**src/rtl/msrv32_pkg.sv**
```systemverilog
// Shared msrv32 encodings: PC source selects, fetch-state and pending-redirect types.
package msrv32_pkg;

  localparam logic [1:0] PC_SRC_BOOT = 2'b00;
  localparam logic [1:0] PC_SRC_EPC  = 2'b01;
  localparam logic [1:0] PC_SRC_TRAP = 2'b10;
  localparam logic [1:0] PC_SRC_NEXT = 2'b11;

  typedef enum logic [1:0] {
    ST_BOOT  = 2'b00,
    ST_RUN   = 2'b01,
    ST_STALL = 2'b10
  } fetch_state_e;

  typedef enum logic [1:0] {
    PEND_NONE = 2'b00,
    PEND_EPC  = 2'b01,
    PEND_TRAP = 2'b10
  } pend_e;

endpackage

```
**src/rtl/msrv32_fetch_ctrl.sv**
```systemverilog
// Fetch sequencer: selects the PC source, gates PC loads across AHB wait states,
// and queues trap/mret redirects that arrive while the instruction port is stalled.
module msrv32_fetch_ctrl (
  input  logic       clk_in,
  input  logic       rst_in,
  input  logic       trap_taken_in,
  input  logic       mret_in,
  input  logic       branch_taken_in,
  input  logic       misaligned_instr_in,
  input  logic       ahb_ready_in,
  output logic [1:0] pc_src_out,
  output logic       pc_en_out,
  output logic       i_valid_out,
  output logic       flush_out,
  output logic       misaligned_trap_out,
  output logic       stall_out
);
  import msrv32_pkg::*;

  fetch_state_e state_q, state_d;
  pend_e        pend_q,  pend_d;

  always_ff @(posedge clk_in) begin
    if (rst_in) begin
      state_q <= ST_BOOT;
      pend_q  <= PEND_NONE;
    end else begin
      state_q <= state_d;
      pend_q  <= pend_d;
    end
  end

  always_comb begin
    state_d = state_q;
    pend_d  = pend_q;
    case (state_q)
      ST_BOOT: state_d = ST_RUN;
      ST_RUN, ST_STALL: begin
        if (ahb_ready_in) begin
          // Any queued redirect is consumed on the first ready cycle.
          state_d = ST_RUN;
          pend_d  = PEND_NONE;
        end else begin
          state_d = ST_STALL;
          if (trap_taken_in)
            pend_d = PEND_TRAP;
          else if (mret_in && (pend_q == PEND_NONE))
            pend_d = PEND_EPC;
        end
      end
      default: state_d = ST_BOOT;
    endcase
  end

  always_comb begin
    pc_src_out          = PC_SRC_NEXT;
    pc_en_out           = 1'b0;
    i_valid_out         = 1'b0;
    flush_out           = 1'b0;
    misaligned_trap_out = 1'b0;
    stall_out           = 1'b0;
    if (rst_in) begin
      pc_src_out = PC_SRC_BOOT;
      flush_out  = 1'b1;
    end else begin
      case (state_q)
        ST_BOOT: begin
          pc_src_out = PC_SRC_BOOT;
          pc_en_out  = 1'b1;
          flush_out  = 1'b1;
        end
        ST_RUN, ST_STALL: begin
          i_valid_out = 1'b1;
          if (!ahb_ready_in) begin
            stall_out = 1'b1;
          end else begin
            pc_en_out = 1'b1;
            if ((pend_q == PEND_TRAP) || trap_taken_in) begin
              pc_src_out = PC_SRC_TRAP;
              flush_out  = 1'b1;
            end else if ((pend_q == PEND_EPC) || mret_in) begin
              pc_src_out = PC_SRC_EPC;
              flush_out  = 1'b1;
            end else if (branch_taken_in && misaligned_instr_in) begin
              // PC holds; the CSR unit answers with trap_taken_in.
              pc_en_out           = 1'b0;
              misaligned_trap_out = 1'b1;
              flush_out           = 1'b1;
            end else if (branch_taken_in) begin
              flush_out = 1'b1;
            end
          end
        end
        default: ;
      endcase
    end
  end

endmodule
```
**config.mk**
```make
export PLATFORM = sky130hd
export DESIGN_NAME = msrv32_fetch_ctrl
export DESIGN_NICKNAME = d
export VERILOG_FILES = /design/src/rtl/msrv32_pkg.sv /design/src/rtl/msrv32_fetch_ctrl.sv
export SDC_FILE = /design/constraint.sdc
export NUM_CORES = 1
export LEC_CHECK = 0
export BUFFER_PORTS_ARGS = -buffer_cell sky130_fd_sc_hd__buf_2
export CAP_MARGIN = 20
export CORE_AREA = 10 10 47 49
export DETAILED_ROUTE_END_ITERATION = 6
export DIE_AREA = 0 0 57 59
export GPL_ROUTABILITY_DRIVEN = 0
export MAX_ROUTING_LAYER = met4
export PLACE_DENSITY = 0.43
export SYNTH_ARGS = -nofsm -noshare
export SYNTH_HDL_FRONTEND = slang
export SYNTH_SLANG_ARGS = --single-unit
```
**constraint.sdc**
```tcl
create_clock -name clk_in -period 3.6 [get_ports clk_in]
set_input_delay 0.72 -clock clk_in [delete_from_list [all_inputs] [get_ports clk_in]]
set_output_delay 0.72 -clock clk_in [all_outputs]
set_load 0.02 [all_outputs]
```
# Word-level counts from Yosys, hierarchy flattened
# Index checks and enable logic that the tools add are counted.
dict set report op_classes {
  mux 34
  eq_ne 4
  n_reduce_logical 9
}
# op n
set ops {}
lappend ops {{1-bit 2-to-1 mux} 22}
lappend ops {{2-bit 2-to-1 mux} 8}
lappend ops {{2-bit case mux with 2 select lines} 2}
lappend ops {{2-bit by 1-bit == test with 1-bit output (second input constant)} 2}
lappend ops {{2-bit == test (second input constant)} 2}
lappend ops {{2-bit zero test} 2}
lappend ops {{1-bit case mux with 2 select lines} 2}
lappend ops {{3-bit nonzero test} 1}
lappend ops {{1-bit logical AND} 2}
lappend ops {{1-bit logical OR} 2}
lappend ops {{2-bit AND reduction} 1}
lappend ops {{2-bit OR reduction} 1}
dict set report totals {
  reg_bits 4
  wordCells 49
  output_inout_bits 7
  inputBits 7
}

# Logic depth before layout (Yosys ltp)
dict set report depth {
  ltp_word 7
  depth_mapped 5
  ltp_nobuf 5
}

# Worst setup path before layout
# No wires, ideal clock.
dict set report synth_path {
  path_type {in2out}
  start {in rst_in}
  end {out misaligned_trap_out}
  setup_slack_ns 1.341
  t_arrival_ns 1.539
  t_required_ns 2.880
  path_stages 3
  n_path_buf 1
  path_cell_list {buf_2 nor2_1 and3_1}
}
dict set report synth_between {
  elab_chain_len 1
}
# element line_no
set synth_lines {}
lappend synth_lines {{start, declared} msrv32_fetch_ctrl.sv:5} ;# input logic rst_in,
lappend synth_lines {{1-bit 2-to-1 mux} msrv32_fetch_ctrl.sv:62} ;# if (rst_in) begin
lappend synth_lines {{end, declared} msrv32_fetch_ctrl.sv:15} ;# output logic misaligned_trap_out,
# Every way passes these cells.

# Worst setup path after layout
dict set report layout_path {
  start {reg state_q[0]}
  end {out pc_en_out}
}
dict set report layout_between {
  elab_chain_len 4
  word_cells_on_any_way 6
  cone_classes {eq/ne: 2; mux: 2; reduce/logical: 2}
}
# element line_no
set layout_lines {}
lappend layout_lines {{start, declared} msrv32_fetch_ctrl.sv:20} ;# fetch_state_e state_q, state_d;
lappend layout_lines {{start signal, assigned} msrv32_fetch_ctrl.sv:28} ;# state_q <= state_d;
lappend layout_lines {{2-bit by 1-bit == test with 1-bit output or 2-bit == test (tied branches)} msrv32_fetch_ctrl.sv:66} ;# case (state_q)
lappend layout_lines {{2-bit OR reduction} msrv32_fetch_ctrl.sv:66}
lappend layout_lines {{1-bit case mux with 2 select lines *} msrv32_fetch_ctrl.sv:66}
lappend layout_lines {{1-bit 2-to-1 mux *} msrv32_fetch_ctrl.sv:62}
lappend layout_lines {{end, declared} msrv32_fetch_ctrl.sv:12} ;# output logic pc_en_out,
# Mark *: on every way between the ends. The rest lies on a longest branch, timed or not.

==> metrics.md <==
| Metric | Value |
|---|---|
| Status | `finished clean` |
| Net switching power | `0.0000630 W` |
| Post-Route Skew | `between 0.001 and 0.0015 ns` |
| Critical-path top delay cell | `ha_1` |
| Post-synthesis mux area share | `0%` |
| Critical path depth in cells | `5` |
| WP buf/inv | `2` |
| Initial antenna violation count | `0` |
| Util after Layout | `29.2%` |
| Net Sw Frac | `between 30% and 40%` |
| Fin cells | `71` |
| Largest area contributor in the netlist | `dfxtp_1` |
| Final Hold Vio Count | `0` |
| Final period util | `between 60% and 70%` |
| Die extent in x | `57 um` |
| First-pass GRT wire length | `1360 um` |
| CTS Buffer Depth | `2` |
| Met1 Usage GRT | `~6.3%` |
| Compound-Gate Fraction of Synth Area | `a little over a quarter` |
| Synthesis-stage register bit count | `4` |
| Simple-gate share of the synthesized area | `23.3%` |
| Clk slew on worst S/H paths | `0.04 ns` |
| Post-route minimum period | `2.31 ns` |
| Cell-internal power | `0.000113 W` |
| Grt met3 use | `1.72%` |
| Top Ports | `14` |
| Peak supply drop | `0.158 mV` |
| Area grow syn2layout | `33.5%` |
| Pins Over Slew Limit | `0` |
| Combinational power share | `39.6%` |
| Average size of a mapped cell | `7.66 sq um` |
| Drt initial violations | `3` |
| Worst R2R Path Depth | `5` |
| Worst hold path cell count | `2` |
| Static Leakage | `0.196 nW` |
| Die area | `0.00336 sq mm` |
| Hold Buf Count CTS | `0` |
| Num CTS Buffers | `3` |
| # DRC | `0` |
| Grt met2 use | `6.67%` |
| Sequential fraction of the synthesis area | `26.1%` |
| ANT cells | `0` |
| RSZ-0062 raised after global routing | `no` |
| Worst slew pin tran | `approximately 0.3 ns` |
| CP top delay family | `adder cells` |
| Max cap viols | `0` |
| Tot GR Track Use | `5.28%` |
| Clk_lat worst skew | `around 0.23 ns` |
| CTS tree | `done` |
| Post-DR wirelength/cell | `~12 um` |
| Via Count | `roughly 320` |
| Largest net degree at the start of global routing | `11` |
| PwrDens | `431 mW/mm^2` |
| Die outline height | `59 um` |
| Distinct cells, synth | `19` |
| Port bufs | `13` |
| Synth Area in Adders | `between 10% and 20%` |
| Critical path required time | `2.88 ns` |
| Clock share of power | `30.2%` |
| Synthesized cell area | `307 sq um` |
| Crit path DAT | `1.59 ns` |
| Fillers | `157` |
| Worst Path Max Fanout | `5` |
| Htree depth | `1` |
| Synthesized Nets | `49` |
| Row count | `14` |
| Initial core utilization | `21.9%` |
| Crit-path cells | `inv_1, ha_1, nand2_1, o41ai_2, buf_2` |
| TNS Setup | `0 ns` |
| Root Buffer | `clkbuf_4` |
| Busiest grt layer | `met2` |
| Worst Setup End Kind | `primary output` |
| Share of layout cells above drive strength 1 | `a little over a third` |
| Max stage delay on crit path | `between 0.3 and 0.4 ns` |
| Max-Slew Margin vs Limit | `between 70% and 80%` |
| Vias/cell | `4.56` |
| Critical path type | `register to primary output` |
| XOR/XNOR share of the synthesized area | `2.86%` |
| Final setup violation count | `0` |
| DP Cell Count | `68` |
| Total gr overflow | `0` |
| Nets@finish | `66` |
| Post-Route WL | `841 um` |
| Yosys warns | `0` |
| Instance count of the mapped netlist | `40` |
| Setup Buffers After CTS | `0` |
| Top area cells in the synthesized netlist | `dfxtp_1 (26%), a21oi_1 (8.2%), ha_1 (8.2%), inv_1 (7.3%), nor3_1 (6.5%)` |
| Share of power burned in registers | `30.2%` |
| Initial DRT Pass Iterations | `2` |
| Largest family of logic cells by synthesized area | `compound AO/OA/AOI/OAI gates` |
| Synth top area share | `about a quarter` |
| Fmax | `432 MHz` |
| Vias in the first global route | `330` |
| CP startpoint kind | `register` |
| Core region area | `0.00140 sq mm` |
| Post-DRT Antenna Nets | `0` |
| DP Wirelength | `691 um` |
| # resized after CTS | `0` |
| Clk sinks | `4` |
| Worst hold path class | `register to register` |
## placed cells by master, fill, tap and decap left out, types with 2 or more instances in the layout
cell      instances
buf_2            13
nor2_1            4
nand2_1           3
nor3_1            4
dfxtp_1           4
clkbuf_4          3
ha_1              2
inv_1             6
a21oi_1           5
## through the flow
stage / setup slack (ns) / hold WS, ns / power [W] / cell area (sq um)
after floorplan: 1.34 / 0.545 / 0.000103 / 307
final: 1.29 / 0.595 / 0.000176 / 409
after CTS: 1.26 / 0.596 / 0.000180 / 409
after global routing: 1.17 / 0.621 / 0.000190 / 409
after global placement: 1.30 / 0.606 / 0.000125 / 387
after detailed placement: 1.30 / 0.591 / 0.000124 / 387
## cells in the mapped netlist
cell type,count
o31a_1,1
nand2_1,3
o41ai_2,1
nor4_1,1
o31ai_1,1
inv_1,6
ha_1,2
xor2_1,1
nor2_1,4
maj3_2,1
buf_2,1
nor3_1,4
o31a_2,1
a211oi_1,1
a21oi_1,5
nor4_2,1
o21a_1,1
dfxtp_1,4
and3_1,1
## worst register-to-register path: stages (launching register included)
cell and delay, ns:
dfxtp_1 0.33, inv_1 0.05, ha_1 0.34, inv_1 0.12, o31a_2 0.33, nor3_1 0.13
## worst paths after layout
path	endpoint	slack, ns	start
setup / recovery	pc_en_out	1.29	state_q[0]
hold / removal	pend_q[1]	0.60	pend_q[1]
setup reg to reg	pend_q[0]	2.22	state_q[0]
hold reg to reg	pend_q[1]	0.60	pend_q[1]
## metal layers
layer  vias up  part of all wire [%]
li1        174                     -
met4         0                   1.1
met5         -                     0
met1       138                    51
met3         2                   5.6
met2        10                    42
## final cells by class
class | instances | area [sq um] | area share (%)
clock buffers | 3 | 22.5 | 5.50
multi-input cells | 29 | 199 | 48.6
flip-flops and latches | 4 | 80.1 | 19.6
well taps | 16 | 20.0 | 4.89
repair buffers | 13 | 65.1 | 15.9
inverters | 6 | 22.5 | 5.50
## state kept, by name, summed over array words and instances, names as in the netlist
| register | count |
|---|---|
| state_q | 2 |
| pend_q | 2 |
## logic make-up after synthesis
group                      after synthesis
and+or+nand+nor                         14
adders and majority gates                3
xor gates and xnor gates                 1
AOI/OAI and AO/OA                       11
DFF                                      4
buffers and inverters                    7
## power groups by stage
stage	registers (W)	clock network [W]	logic, W
5_1_grt	0.0000538	0.0000588	0.0000773
2_1_floorplan	0.0000531	0	0.0000500
3_3_place_gp	0.0000538	0	0.0000713
3_5_place_dp	0.0000539	0	0.0000701
6_report	0.0000532	0.0000533	0.0000699
4_1_cts	0.0000533	0.0000564	0.0000703
Note: power is estimated with default switching activity, not from simulation.
